## src/rtl/cmp_rs.sv

```systemverilog
// Compare reservation station: holds branch-compare ops until both operands are valid.
// Optional macro CMP_RS_WAKEUP_BYPASS_EN lets a CDB wakeup issue in the same cycle.
module cmp_rs #(
  parameter int unsigned SIZE  = 8,
  parameter int unsigned TAG_W = 4
) (
  input  logic                              clk,
  input  logic                              rst,
  input  logic                              flush,
  input  logic                              load,
  input  logic [2:0]                        in_op,
  input  logic [31:0]                       in_r1,
  input  logic [31:0]                       in_r2,
  input  logic                              in_v1,
  input  logic                              in_v2,
  input  logic [TAG_W-1:0]                  in_q1,
  input  logic [TAG_W-1:0]                  in_q2,
  input  logic [TAG_W-1:0]                  in_tag,
  input  logic                              cdb_valid,
  input  logic [TAG_W-1:0]                  cdb_tag,
  input  logic [31:0]                       cdb_data,
  output logic [SIZE-1:0][TAG_W+66:0]       data,
  output logic [SIZE-1:0]                   ready,
  output logic                              full,
  output logic [$clog2(SIZE):0]             count
);

  localparam int unsigned CNT_W = $clog2(SIZE) + 1;

  logic [SIZE-1:0]             valid_q, valid_d;
  logic [SIZE-1:0]             v1_q, v1_d, v2_q, v2_d;
  logic [SIZE-1:0][2:0]        op_q, op_d;
  logic [SIZE-1:0][31:0]       r1_q, r1_d, r2_q, r2_d;
  logic [SIZE-1:0][TAG_W-1:0]  q1_q, q1_d, q2_q, q2_d, tag_q, tag_d;

  logic [SIZE-1:0]             hit1, hit2;
  logic [SIZE-1:0]             alloc_oh;
  logic                        seen_free;
  logic                        do_load;
  logic                        in_hit1, in_hit2;

  // CDB match for waiting operands of occupied entries
  always_comb begin
    hit1 = '0;
    hit2 = '0;
    for (int unsigned i = 0; i < SIZE; i++) begin
      hit1[i] = valid_q[i] & ~v1_q[i] & cdb_valid & (q1_q[i] == cdb_tag);
      hit2[i] = valid_q[i] & ~v2_q[i] & cdb_valid & (q2_q[i] == cdb_tag);
    end
  end

  // Issue select and compare-unit payload
  always_comb begin
    ready = '0;
    data  = '0;
    for (int unsigned i = 0; i < SIZE; i++) begin
`ifdef CMP_RS_WAKEUP_BYPASS_EN
      ready[i] = valid_q[i] & (v1_q[i] | hit1[i]) & (v2_q[i] | hit2[i]);
      data[i]  = {op_q[i], hit1[i] ? cdb_data : r1_q[i],
                  hit2[i] ? cdb_data : r2_q[i], tag_q[i]};
`else
      ready[i] = valid_q[i] & v1_q[i] & v2_q[i];
      data[i]  = {op_q[i], r1_q[i], r2_q[i], tag_q[i]};
`endif
    end
  end

  // Occupancy from registered valid bits only
  always_comb begin
    count = '0;
    for (int unsigned i = 0; i < SIZE; i++) begin
      count = count + CNT_W'(valid_q[i]);
    end
    full = (count == CNT_W'(SIZE));
  end

  // Lowest-index free slot; slots issuing this cycle are still occupied
  always_comb begin
    alloc_oh  = '0;
    seen_free = 1'b0;
    for (int unsigned i = 0; i < SIZE; i++) begin
      if (!valid_q[i] && !seen_free) begin
        alloc_oh[i] = 1'b1;
        seen_free   = 1'b1;
      end
    end
  end

  assign do_load = load & ~full;
  assign in_hit1 = ~in_v1 & cdb_valid & (in_q1 == cdb_tag);
  assign in_hit2 = ~in_v2 & cdb_valid & (in_q2 == cdb_tag);

  // Next state: issue frees, wakeup latches, dispatch writes, flush clears
  always_comb begin
    valid_d = valid_q & ~ready;
    v1_d    = v1_q;
    v2_d    = v2_q;
    op_d    = op_q;
    r1_d    = r1_q;
    r2_d    = r2_q;
    q1_d    = q1_q;
    q2_d    = q2_q;
    tag_d   = tag_q;
    for (int unsigned i = 0; i < SIZE; i++) begin
      if (hit1[i]) begin
        v1_d[i] = 1'b1;
        r1_d[i] = cdb_data;
      end
      if (hit2[i]) begin
        v2_d[i] = 1'b1;
        r2_d[i] = cdb_data;
      end
      if (do_load && alloc_oh[i]) begin
        valid_d[i] = 1'b1;
        op_d[i]    = in_op;
        tag_d[i]   = in_tag;
        q1_d[i]    = in_q1;
        q2_d[i]    = in_q2;
        v1_d[i]    = in_v1 | in_hit1;
        v2_d[i]    = in_v2 | in_hit2;
        r1_d[i]    = in_v1 ? in_r1 : cdb_data;
        r2_d[i]    = in_v2 ? in_r2 : cdb_data;
      end
    end
    if (flush) begin
      valid_d = '0;
    end
  end

  always_ff @(posedge clk or posedge rst) begin
    if (rst) begin
      valid_q <= '0;
      v1_q    <= '0;
      v2_q    <= '0;
    end else begin
      valid_q <= valid_d;
      v1_q    <= v1_d;
      v2_q    <= v2_d;
    end
  end

  // Payload needs no reset: it is only observed behind valid
  always_ff @(posedge clk) begin
    op_q  <= op_d;
    r1_q  <= r1_d;
    r2_q  <= r2_d;
    q1_q  <= q1_d;
    q2_q  <= q2_d;
    tag_q <= tag_d;
  end

endmodule

```

## config.mk

```make
export PLATFORM = sky130hd
export DESIGN_NAME = cmp_rs
export DESIGN_NICKNAME = d
export VERILOG_FILES = /design/src/rtl/cmp_rs.sv
export SDC_FILE = /design/constraint.sdc
export NUM_CORES = 1
export LEC_CHECK = 0
export CORE_AREA = 5 5 274 276
export DETAILED_ROUTE_END_ITERATION = 10
export DIE_AREA = 0 0 279 281
export GPL_TIMING_DRIVEN = 1
export HOLD_SLACK_MARGIN = 0.03
export PLACE_DENSITY = 0.73
export REMOVE_ABC_BUFFERS = 1
export SLEW_MARGIN = 0
export SYNTH_ARGS = -nofsm -noshare
export SYNTH_HDL_FRONTEND = slang
export SYNTH_SLANG_ARGS = --single-unit
export TNS_END_PERCENT = 10
```

## constraint.sdc

```tcl
create_clock -name clk -period 6.2 [get_ports clk]
set_input_delay 1.86 -clock clk [delete_from_list [all_inputs] [get_ports clk]]
set_output_delay 1.86 -clock clk [all_outputs]
set_load 0.01 [all_outputs]
```

## Word-level counts from Yosys, hierarchy flattened

Cells that the tools add are included.

| word-level totals | value |
|---|---|
| input port bits | 122 |
| logic and storage cells | 316 |
| register bits | 656 |

| operators by class | value |
|---|---|
| mux-type cells | 89 |
| eq/ne operators | 19 |
| reductions and logical operators | 44 |
| $add $sub $neg | 7 |
| bitwise gates (word level) | 92 |

Operators by type and width:

| kind | count |
|---|---|
| $mux W32 | 34 |
| $eq A4 B4 Y1 | 18 |
| $and A1 B1 Y1 | 69 |
| $mux W1 | 54 |
| $reduce_bool A2 Y1 | 16 |
| $not A1 Y1 | 19 |
| $add A4 B1 Y4 | 4 |
| $logic_and A1 B1 Y1 | 15 |
| $logic_not A1 Y1 | 13 |
| $and A8 B8 Y8 | 1 |
| $mux W8 | 1 |
| $not A8 Y8 | 1 |
| $add A3 B1 Y4 | 1 |
| $eq A4 B4 Y1 const B | 1 |
| $add A2 B1 Y3 | 1 |
| $add A1 B1 Y2 | 1 |
| $or A1 B1 Y1 | 2 |

## Logic depth before layout (Yosys ltp)

Gate-level depths: netlist (run 1).

| logic depth | value |
|---|---|
| word-level depth | 24 |
| mapped depth | 17 |

## Least setup slack after synthesis (run 1)

No wires, ideal clock.

| path | value |
|---|---|
| path kind | register -> register |
| from | reg valid_q[0] |
| to | reg r1_q, in the netlist data[249], enable pin |
| slack | 267 ps |
| data arrival time | 5467 ps |
| clock period less this slack | 5933 ps |
| cell stages (with the launch flop) | 14 |
| library setup time | 466 ps |
| path through | dfrtp_1 > fa_1 > inv_1 > fa_1 > fa_1 > inv_1 > ha_1 > inv_1 > fa_1 > nor4bb_1 > buf_2 > nand2_1 > inv_2 > o21ai_0 |

| on the way | value |
|---|---|
| word-level cells in the longest chain between the ends | 12 |

Ends and longest elaborated chain:

| element | RTL line | RTL |
|---|---|---|
| start, declared | 30 | `logic [SIZE-1:0] valid_q, valid_d;` |
| start signal, assigned | 136 | `valid_q <= valid_d;` |
| $add A1 B1 Y2 | 72 | `count = count + CNT_W'(valid_q[i]);` |
| $add A2 B1 Y3 | 72 |  |
| $add A3 B1 Y4 | 72 |  |
| $add A4 B1 Y4 (4 in series) | 72 |  |
| $eq A4 B4 Y1 | 74 | `full = (count == CNT_W'(SIZE));` |
| named net full | 24 | `output logic full,` |
| $not A1 Y1 | 89 | `assign do_load = load & ~full;` |
| $and A1 B1 Y1 | 89 |  |
| $logic_and A1 B1 Y1 | 113 | `if (do_load && alloc_oh[i]) begin` |
| $reduce_bool A2 Y1 (no source line) | n/a |  |
| end signal, assigned | 145 | `r1_q <= r1_d;` |
| end, declared | 33 | `logic [SIZE-1:0][31:0] r1_q, r1_d, r2_q, r2_d;` |

The timed path passes the listed nets, and every way through them passes these cells.
A chain may end at the register's enable or synchronous reset.

## Final worst setup path (run 1)

| path | value |
|---|---|
| from | reg valid_q[3] |
| to | out full |

| on the way | value |
|---|---|
| word-level cells in the longest chain between the ends | 6 |

Ends and longest elaborated chain:

| element | RTL line |
|---|---|
| $add A3 B1 Y4 | 72 |
| $add A4 B1 Y4 (4 in series) | 72 |
| $eq A4 B4 Y1 | 74 |
| end, declared | 24 |

No other way between the ends.

==> results.md, run 1 <==
* Area growth from synthesis to layout at 39.8%
* Worst slew margin relative to its limit at 0.192
* Length in cells of the worst reg-to-reg path at 13
* P_leak at 13.2 nW
* Fraction of the cycle the final worst path needs at 0.966
* CP Capture Type: output pin
* Switching share of total power at 0.233
* Clk pin slew, worst setup/hold paths at 0.06 ns
* Inserted Diodes at 0
* Final Net Count at 2693
* Synthesized area at 26400 um2
* DR vias at 19900
* CTS Root Buffer Type: sky130_fd_sc_hd__clkbuf_16
* Count of non-filler cells in the finished layout at 3575
* Synthesized instance count at 1871
* Placed cells at 3448
* Insertion delay to the later sink of the worst-skew pair at 0.60 ns
* Minimum period implied by the final worst setup slack at 5.99 ns
* Logic gate share of total power at 0.086
* Post-synth cell types at 36
* Yosys warnings at 0
* Power density of the placed cells at 267 nW/um2
* Average vias per placed instance at 5.58
* Overall global routing resource usage at 0.242
* DRC violation count after routing at 0
* Highest achievable clock rate at 167 MHz
* Critical Setup Path Class: flip-flop to output pin
* Final HPWL DP at 69800 um
* Core Area at 72300 um2
* Worst hold path cell count at 2
* Worst-path maximum fanout at 7
* Cts-stage hold buffer count at 0
* Required time at the endpoint of the critical path at 4.34 ns
* Final Power at 0.00985 W
* Global-route wire length before repair at 138000 um
* Number of buffers inserted by port buffering at 702
* Die extent in x at 279 um
* CTS HTree Levels at 3
* Clock power frac at 0.404
* Fin util at 0.510
* Unrepaired setup endpoints after global routing: false
* Total negative slack for setup checks at 0 ns
* Post-detailed-route count of antenna-violating nets at 0
* Die span in y at 281 um
* Standard-cell rows at 99
* Share of power burned in registers at 0.510
* Largest buffer count on any clock path at 3
* Slew @ Worst Pin at 1.18 ns
* Global-route congestion overflow total at 0
* Weighted congestion reported at the end of routability-driven placement at 0.906
* Final slew viol count at 0
* Total clock buffers created by CTS at 70
* Area used by multi-input combinational logic at 6200 um2
* Worst-case clock skew at 0.0291 ns
* Clock tree from TritonCTS: built
* # setup viols final at 0
* Hold slack final at 0.572 ns
* Outcome: complete, no violations
* Sink Count at 656
* Fraction of layout instances using a drive strength above 1 at 0.0700
* Tightest Hold Check Type: flip-flop to flip-flop
* Pin count of the biggest net entering global routing at 117
* Average size of a mapped cell at 14.1 um2
* Io pins at 703
* Wire length per cell at 28.2 um
* WL final at 101000 um
* Sw Pwr at 0.00229 W
* Int Power at 0.00756 W
* Seq/Total Area, Yosys at 0.743
* Sequential cell area in the final layout at 19600 um2
* Layout fillers at 5994
* Vias in the first global route at 19700
* Initial core utilization at 0.365
* Initial drt markers at 2496
* Max-capacitance violation count at 0
* Peak VDD IR at 0.000272 V
* Die ar. at 78400 um2
* Worst Setup Start Kind: flip-flop
* Number of antenna violations at the first check in global routing at 1
* Final count of hold timing violations at 0
* Detailed Routing Iterations Pass 1 at 9
* Crit path DAT at 4.13 ns
* Synthesized flop and latch total at 656
-- worst max-delay path, stage by stage, from the launching register on --
cell and delay [ns]:
sky130_fd_sc_hd__dfrtp_2 0.46, sky130_fd_sc_hd__fa_1 0.52, sky130_fd_sc_hd__inv_1 0.06, sky130_fd_sc_hd__fa_1 0.49, sky130_fd_sc_hd__fa_1 0.41, sky130_fd_sc_hd__inv_1 0.07, sky130_fd_sc_hd__ha_1 0.17, sky130_fd_sc_hd__inv_1 0.06
sky130_fd_sc_hd__fa_1 0.49, sky130_fd_sc_hd__nor4bb_4 0.33, sky130_fd_sc_hd__nand2_2 0.13, sky130_fd_sc_hd__inv_2 0.08, sky130_fd_sc_hd__dlygate4sd2_1 0.27
-- worst paths after layout --
check / startpoint / to / slack, ns
worst max-delay path: valid_q[3] / full / 0.21
worst min-delay path: v2_q[7] / v2_q[7] / 0.57
worst max register to register: valid_q[3] / data[174] / 1.21
worst min register to register: v2_q[7] / v2_q[7] / 0.57
max in group asynchronous: rst / valid_q[0] / 3.68
min in group asynchronous: rst / v1_q[3] / 1.83
-- synthesized netlist by cell type (all sizes together) --
| cell | number | share of area |
|---|---|---|
| a211oi | 5 | 0.0016 |
| a21o | 3 | 0.00085 |
| a21oi | 492 | 0.094 |
| a22oi | 10 | 0.0028 |
| a31oi | 3 | 0.00071 |
| a41oi | 4 | 0.0013 |
| and2 | 1 | 0.00024 |
| and3 | 5 | 0.0012 |
| buf | 44 | 0.0092 |
| clkbuf | 95 | 0.014 |
| dfrtp | 24 | 0.023 |
| edfxtp | 632 | 0.72 |
| fa | 4 | 0.0030 |
| ha | 5 | 0.0024 |
| inv | 49 | 0.0070 |
| mux2i | 132 | 0.050 |
| nand2 | 21 | 0.0030 |
| nand2b | 5 | 0.0012 |
| nand3 | 1 | 0.00019 |
| nand4 | 16 | 0.0038 |
| nand4b | 2 | 0.00066 |
| nor2 | 213 | 0.030 |
| nor3 | 24 | 0.0046 |
| nor4bb | 1 | 0.00038 |
| o21ai | 2 | 0.00038 |
| o22ai | 3 | 0.00071 |
| or3 | 2 | 0.00047 |
| xnor2 | 41 | 0.014 |
| xor2 | 32 | 0.011 |
-- per-stage QoR --
stage	instance area (um2)	worst slack, ns
6_report	36900	0.208
4_1_cts	36900	0.161
3_3_place_gp	34700	0.388
5_1_grt	36900	0.0462
2_1_floorplan	25800	-4.78
3_5_place_dp	34700	0.334
-- power by group through the flow --
stage / combinational [W] / clock [W] / sequential, W
final: 0.000846 / 0.00398 / 0.00502
after global routing: 0.000896 / 0.00421 / 0.00503
after CTS: 0.000836 / 0.00403 / 0.00502
after detailed placement: 0.000829 / 0 / 0.00511
after global placement: 0.000803 / 0 / 0.00511
after floorplan: 0.000334 / 0 / 0.00514
-- layout by cell type (no fill, tap or decap), types with 6 or more instances in the layout --
master	instances
sky130_fd_sc_hd__clkbuf_1	17
sky130_fd_sc_hd__edfxtp_1	632
sky130_fd_sc_hd__dfrtp_1	22
sky130_fd_sc_hd__clkinv_1	17
sky130_fd_sc_hd__clkdlybuf4s50_1	699
sky130_fd_sc_hd__buf_12	10
sky130_fd_sc_hd__clkinv_2	10
sky130_fd_sc_hd__xor2_1	32
sky130_fd_sc_hd__buf_4	47
sky130_fd_sc_hd__nand2_1	15
sky130_fd_sc_hd__nand4_1	16
sky130_fd_sc_hd__xnor2_1	41
sky130_fd_sc_hd__nor2_1	212
sky130_fd_sc_hd__nor3_1	22
sky130_fd_sc_hd__clkbuf_16	70
sky130_fd_sc_hd__mux2i_1	132
sky130_fd_sc_hd__a22oi_1	10
sky130_fd_sc_hd__nand2_2	6
sky130_fd_sc_hd__a21oi_1	489
sky130_fd_sc_hd__inv_1	46
-- registers in the layout (all words and copies together), names as in the netlist --
name / flops
data: 568
q1_q: 32
q2_q: 32
v1_q: 8
v2_q: 8
valid_q: 8
-- area by class of cell --
type                            count  area share
Sequential cell                   656       0.531
Timing Repair Buffer              758       0.205
Tap cell                          959      0.0325
Inverter                           49     0.00509
Clock buffer                       87      0.0492
Multi-Input combinational cell   1027       0.168
Clock inverter                     39     0.00889
-- kinds of logic (layout without fill, tap and decap cells) --
family	Yosys count	in the layout	share of synthesized area
adders and majority gates	9	9	0.00541
xor gates and xnor gates	73	73	0.0242
and+or+nand+nor	291	291	0.0460
AOI/OAI and AO/OA	522	522	0.102
buffers and inverters	188	933	0.0298
DFF	656	656	0.743
muxes	132	132	0.0501
-- metal layers --
metal  vias to the layer above  global-route usage  wire (um)
li1                       8343                   -          -
met1                      9704               0.288      34900
met2                      1599               0.411      49100
met3                       285              0.0711      12200
met4                         2               0.105       4750
met5                         -                   0          8
-- timing repair --
item | in CTS | in global routing
setup buffers | 1 | 0
gates resized for setup | 4 | 0
endpoints found under the setup margin | 1 | 0
Note: power is estimated with default switching activity, not from simulation.
==> run 2: changes to the inputs <==
==> config.mk (replaced) <==
export PLATFORM = sky130hd
export DESIGN_NAME = cmp_rs
export DESIGN_NICKNAME = d
export VERILOG_FILES = /design/src/rtl/cmp_rs.sv
export SDC_FILE = /design/constraint.sdc
export NUM_CORES = 1
export LEC_CHECK = 0
export CORE_AREA = 2 2 271 273
export DETAILED_ROUTE_END_ITERATION = 10
export DIE_AREA = 0 0 273 275
export GPL_TIMING_DRIVEN = 1
export HOLD_SLACK_MARGIN = 0.03
export PLACE_DENSITY = 0.76
export REMOVE_ABC_BUFFERS = 1
export SYNTH_ARGS = -nofsm -noshare
export SYNTH_HDL_FRONTEND = slang
export SYNTH_SLANG_ARGS = --single-unit
export TNS_END_PERCENT = 10
==> results.md, run 2 (same netlist as run 1, synthesis figures left out) <==
* Wire length per cell at 27.7 um
* Destination of the worst hold path: v2_q[2]
* Die ar. at 75100 um2
* DRC violation count after routing at 0
* Required time at the endpoint of the critical path at 4.34 ns
* Pin count of the biggest net entering global routing at 117
* Slew @ Worst Pin at 1.11 ns
* Crit Reg-Reg Startpoint: valid_q[0]
* CTS Root Buffer Type: sky130_fd_sc_hd__clkbuf_16
* Overall global routing resource usage at 0.252
* Most common library cell in the layout ignoring fill and taps: sky130_fd_sc_hd__clkdlybuf4s50_1
* Setup slack of the most critical reg-to-reg path at 0.98 ns
* Global-route congestion overflow total at 0
* Number of flip-flops under the largest register name at 568
* Core Area at 72300 um2
* Standard-cell rows at 99
* Weighted congestion reported at the end of routability-driven placement at 0.915
* Highest achievable clock rate at 168 MHz
* Die span in y at 275 um
* Total clock buffers created by CTS at 71
* Source of the worst hold timing path: v2_q[2]
* DR vias at 20000
* CP Capture Type: output pin
* Worst Setup Start Kind: flip-flop
* Clock tree from TritonCTS: built
* CTS HTree Levels at 3
* Crit path DAT at 4.10 ns
* Clk pin slew, worst setup/hold paths at 0.06 ns
* Peak VDD IR at 0.000251 V
* WL final at 99000 um
* Unrepaired setup endpoints after global routing: false
* # setup viols final at 0
* Final Net Count at 2691
* Area growth from synthesis to layout at 39.9%
* Length in cells of the worst reg-to-reg path at 16
* Capturing point of the worst reg2reg path: data[393]
* Count of non-filler cells in the finished layout at 3569
* Top library cells by usage in the layout, fill and taps aside: sky130_fd_sc_hd__clkdlybuf4s50_1 (699), sky130_fd_sc_hd__edfxtp_1 (632), sky130_fd_sc_hd__a21oi_1 (489), sky130_fd_sc_hd__nor2_1 (212), sky130_fd_sc_hd__mux2i_1 (132)
* Power density of the placed cells at 269 nW/um2
* Initial core utilization at 0.365
* Number of antenna violations at the first check in global routing at 1
* Worst slew margin relative to its limit at 0.239
* Insertion delay to the later sink of the worst-skew pair at 0.62 ns
* Post-detailed-route count of antenna-violating nets at 0
* Global-route wire length before repair at 137000 um
* Sink Count at 656
* Detailed Routing Iterations Pass 1 at 9
* Minimum period implied by the final worst setup slack at 5.96 ns
* Largest buffer count on any clock path at 3
* Io pins at 703
* P_leak at 13.2 nW
* Final HPWL DP at 66600 um
* Die extent in x at 273 um
* Worst-path maximum fanout at 4
* Placed cells at 3443
* Final count of hold timing violations at 0
* Average vias per placed instance at 5.61
* Outcome: complete, no violations
* Vias in the first global route at 19700
* Max-capacitance violation count at 0
* Fraction of layout instances using a drive strength above 1 at 0.0705
* Critical Setup Path Class: flip-flop to output pin
* Total negative slack for setup checks at 0 ns
* Worst hold path cell count at 2
* Fraction of the cycle the final worst path needs at 0.961
* Final slew viol count at 0
* Initial drt markers at 2610
* Tightest Hold Check Type: flip-flop to flip-flop
* Number of buffers inserted by port buffering at 702
* Worst-case clock skew at 0.0347 ns
## run 2: cell types whose count changed in the layout (fill, tap and decap cells not counted), moves of 2 or more
cell and change:
sky130_fd_sc_hd__inv_6 +2, sky130_fd_sc_hd__clkinv_1 -4, sky130_fd_sc_hd__clkbuf_1 -3, sky130_fd_sc_hd__buf_4 -2
## run 2: area by class of cell
| class | instances | area (um2) |
|---|---|---|
| fill | 5968 | 35500 |
| tap | 959 | 1200 |
| clock buffer | 85 | 1830 |
| sequential | 656 | 19600 |
| antenna | 1 | 2.50 |
| clock inverter | 37 | 347 |
| inverter | 49 | 188 |
| timing repair buffer | 755 | 7540 |
| multi-input combinational | 1027 | 6200 |
## run 2: stage by stage
stage	setup WS [ns]	utilization	hold slack, ns	power (W)	area (um2)
floorplan	-4.78	-	0.517	0.00548	25800
global placement	0.367	0.479	0.549	0.00591	34700
detailed placement	0.383	0.479	0.573	0.00594	34700
CTS	0.205	0.510	0.587	0.00996	36900
global route	0.0443	0.510	0.631	0.0102	36900
finish	0.241	0.510	0.594	0.00994	36900
## run 2: timing repair
| item | CTS | global route |
|---|---|---|
| hold buffers | 0 | 0 |
| endpoints found under the setup margin | 1 | 0 |
| setup buffers | 3 | 0 |
| gates resized for setup | 5 | 0 |
| hold endpoints to repair | 0 | 0 |
## run 2: critical path: stages (launching register included)
cell and delay (ns):
sky130_fd_sc_hd__dfrtp_2 0.42, sky130_fd_sc_hd__fa_1 0.53, sky130_fd_sc_hd__inv_1 0.05, sky130_fd_sc_hd__fa_1 0.49, sky130_fd_sc_hd__fa_1 0.41, sky130_fd_sc_hd__inv_1 0.07
sky130_fd_sc_hd__ha_1 0.15, sky130_fd_sc_hd__inv_1 0.07, sky130_fd_sc_hd__fa_2 0.58, sky130_fd_sc_hd__nor4bb_4 0.24, sky130_fd_sc_hd__nand2_2 0.13, sky130_fd_sc_hd__inv_2 0.10
sky130_fd_sc_hd__dlygate4sd2_1 0.26
## run 2: power by group
group | total (W) | internal, W | switching, W
Combinational | 0.000847 | 0.000326 | 0.000522
Clock | 0.00407 | 0.00232 | 0.00175
Sequential | 0.00502 | 0.00498 | 0.0000428
## run 2: worst max-delay path by stage
stage,cells past startpoint,endpoint,startpoint
2_1_floorplan,11,data[146],valid_q[0]
3_3_place_gp,12,full,valid_q[0]
3_5_place_dp,12,full,valid_q[0]
4_1_cts,12,full,valid_q[0]
5_1_grt,12,full,valid_q[0]
6_report,12,full,valid_q[0]
## run 2: per-layer routing
layer | up-vias | track usage | part of all wire
li1 | 8331 | - | -
met1 | 9591 | 0.298 | 0.34
met2 | 1760 | 0.417 | 0.48
met3 | 331 | 0.0710 | 0.12
met4 | 0 | 0.135 | 0.055
met5 | - | 0 | 0
==> run 3: changes to the inputs <==
--- a/config.mk
+++ b/config.mk
@@ -10,7 +10,7 @@
 export DIE_AREA = 0 0 273 275
 export GPL_TIMING_DRIVEN = 1
 export HOLD_SLACK_MARGIN = 0.03
-export PLACE_DENSITY = 0.76
+export PLACE_DENSITY_LB_ADDON = 0.12
 export REMOVE_ABC_BUFFERS = 1
 export SYNTH_ARGS = -nofsm -noshare
 export SYNTH_HDL_FRONTEND = slang
==> results.md, run 3 (same netlist as run 1, synthesis figures left out) <==
* Crit Reg-Reg Startpoint: valid_q[3]
* Global-route wire length before repair at 147000 um
* Die ar. at 75100 um2
* Io pins at 703
* Area growth from synthesis to layout at 41.1%
* P_leak at 13.3 nW
* Pin count of the biggest net entering global routing at 116
* Worst-case clock skew at 0.0239 ns
* Placed cells at 3449
* Peak VDD IR at 0.000248 V
* CTS HTree Levels at 3
* Die span in y at 275 um
* Layout fillers at 6161
* Crit path DAT at 4.09 ns
* Sink Count at 656
* Post-layout worst setup margin at 0.254 ns
* Required time at the endpoint of the critical path at 4.34 ns
* Die extent in x at 273 um
* Worst Setup Start Kind: flip-flop
* Final slew viol count at 0
* Count of non-filler cells in the finished layout at 3588
* Final Net Count at 2700
* Max-capacitance violation count at 0
* Vias in the first global route at 19300
* Number of flip-flops under the largest register name at 568
* Detailed Routing Iterations Pass 1 at 6
* Initial drt markers at 2156
* Number of antenna violations at the first check in global routing at 2
* Cell type of the slowest stage on the worst timing path: sky130_fd_sc_hd__fa_1
* Power density of the placed cells at 276 nW/um2
* Overall global routing resource usage at 0.277
* Most common library cell in the layout ignoring fill and taps: sky130_fd_sc_hd__clkdlybuf4s50_1
* Global-route congestion overflow total at 0
* Source of the worst hold timing path: v2_q[7]
* CP Capture Type: output pin
* Cts-stage hold buffer count at 0
* Top library cells by usage in the layout, fill and taps aside: sky130_fd_sc_hd__clkdlybuf4s50_1 (699), sky130_fd_sc_hd__edfxtp_1 (632), sky130_fd_sc_hd__a21oi_1 (489), sky130_fd_sc_hd__nor2_1 (212), sky130_fd_sc_hd__mux2i_1 (132)
* Outcome: complete, no violations
* Critical Setup Path Class: flip-flop to output pin
* Worst-path maximum fanout at 7
* Inserted Diodes at 0
* Capturing point of the worst reg2reg path: data[411]
* Final count of hold timing violations at 0
* DRC violation count after routing at 0
* Number of buffers inserted by port buffering at 702
* Post-detailed-route count of antenna-violating nets at 0
* Insertion delay to the later sink of the worst-skew pair at 0.62 ns
* Slew @ Worst Pin at 1.12 ns
* Fraction of layout instances using a drive strength above 1 at 0.0730
* Worst slew margin relative to its limit at 0.232
* # setup viols final at 0
* Clock tree from TritonCTS: built
* Average vias per placed instance at 5.48
* CTS Root Buffer Type: sky130_fd_sc_hd__clkbuf_16
* Worst slack, placed at 0.480 ns
* Unrepaired setup endpoints after global routing: false
* Core Area at 72300 um2
* Highest achievable clock rate at 168 MHz
* DR vias at 19700
* Wire length per cell at 30.1 um
* Weighted congestion reported at the end of routability-driven placement at 0.872
* Length in cells of the worst reg-to-reg path at 16
* Destination of the worst hold path: v2_q[7]
* CP most frequent cell: sky130_fd_sc_hd__fa_1
* Cells traversed along the worst timing path: fa_1 -> inv_1 -> fa_1 -> fa_1 -> inv_1 -> ha_1 -> inv_1 -> fa_1 -> nor4bb_4 -> nand2_2 -> inv_2 -> dlygate4sd2_1
* Initial core utilization at 0.365
* Worst hold path cell count at 2
* Largest buffer count on any clock path at 3
* Clk pin slew, worst setup/hold paths at 0.06 ns
* Setup slack of the most critical reg-to-reg path at 1.04 ns
* Total negative slack for setup checks at 0 ns
* Final HPWL DP at 74100 um
* Fraction of the cycle the final worst path needs at 0.959
* Slowest cell delay on critical path at 0.57 ns
* WL final at 108000 um
* Hold slack final at 0.574 ns
* Minimum period implied by the final worst setup slack at 5.95 ns
* Standard-cell rows at 99
* Tightest Hold Check Type: flip-flop to flip-flop
* Total clock buffers created by CTS at 75
* Final Power at 0.0103 W
run 3: repair_timing:
item,CTS,global route
endpoints found under the setup margin,1,0
resized for setup,3,0
setup buffers,2,0
run 3: critical path, delay by kind of cell, from the launching register on:
kind	cells	cell delay, ns
fa+ha+maj	5	2.11
flops	1	0.45
buf+inv	5	0.53
simple gates	2	0.36
run 3: worst max path at each step:
stage | startpoint | to | slack [ns]
after floorplan | valid_q[0] | data[146] | -4.78
after global placement | valid_q[1] | full | 0.44
after detailed placement | valid_q[1] | full | 0.48
after CTS | valid_q[0] | full | 0.19
after global routing | valid_q[3] | full | 0.07
final | valid_q[3] | full | 0.25
run 3: layout make-up:
class	instances	area [um2]	share of cell area
inverters	49	188	0.00504
flip-flops and latches	656	19600	0.526
clock inverters	37	364	0.00979
multi-input cells	1027	6200	0.167
well taps	959	1200	0.0323
clock buffers	100	2030	0.0547
repair buffers	760	7640	0.205
run 3: routing by layer:
layer / part of all wire / wire length [um] / up-vias / global-route usage
li1: - / - / 8347 / -
met1: 0.38 / 40700 / 9952 / 0.345
met2: 0.49 / 53200 / 1181 / 0.473
met3: 0.094 / 10100 / 189 / 0.0671
met4: 0.036 / 3840 / 2 / 0.0963
met5: 0.00012 / 13 / - / 0
run 3: stage by stage:
step	instance area [um2]	util
CTS	37200	0.514
detailed placement	34800	0.481
finish	37200	0.514
floorplan	25800	-
global placement	34800	0.481
global route	37200	0.514
run 3: power breakdown:
| part | switching, W | total (W) | internal (W) |
|---|---|---|---|
| clock | 0.00181 | 0.00438 | 0.00256 |
| combinational | 0.000532 | 0.000858 | 0.000326 |
| sequential | 0.0000386 | 0.00502 | 0.00498 |
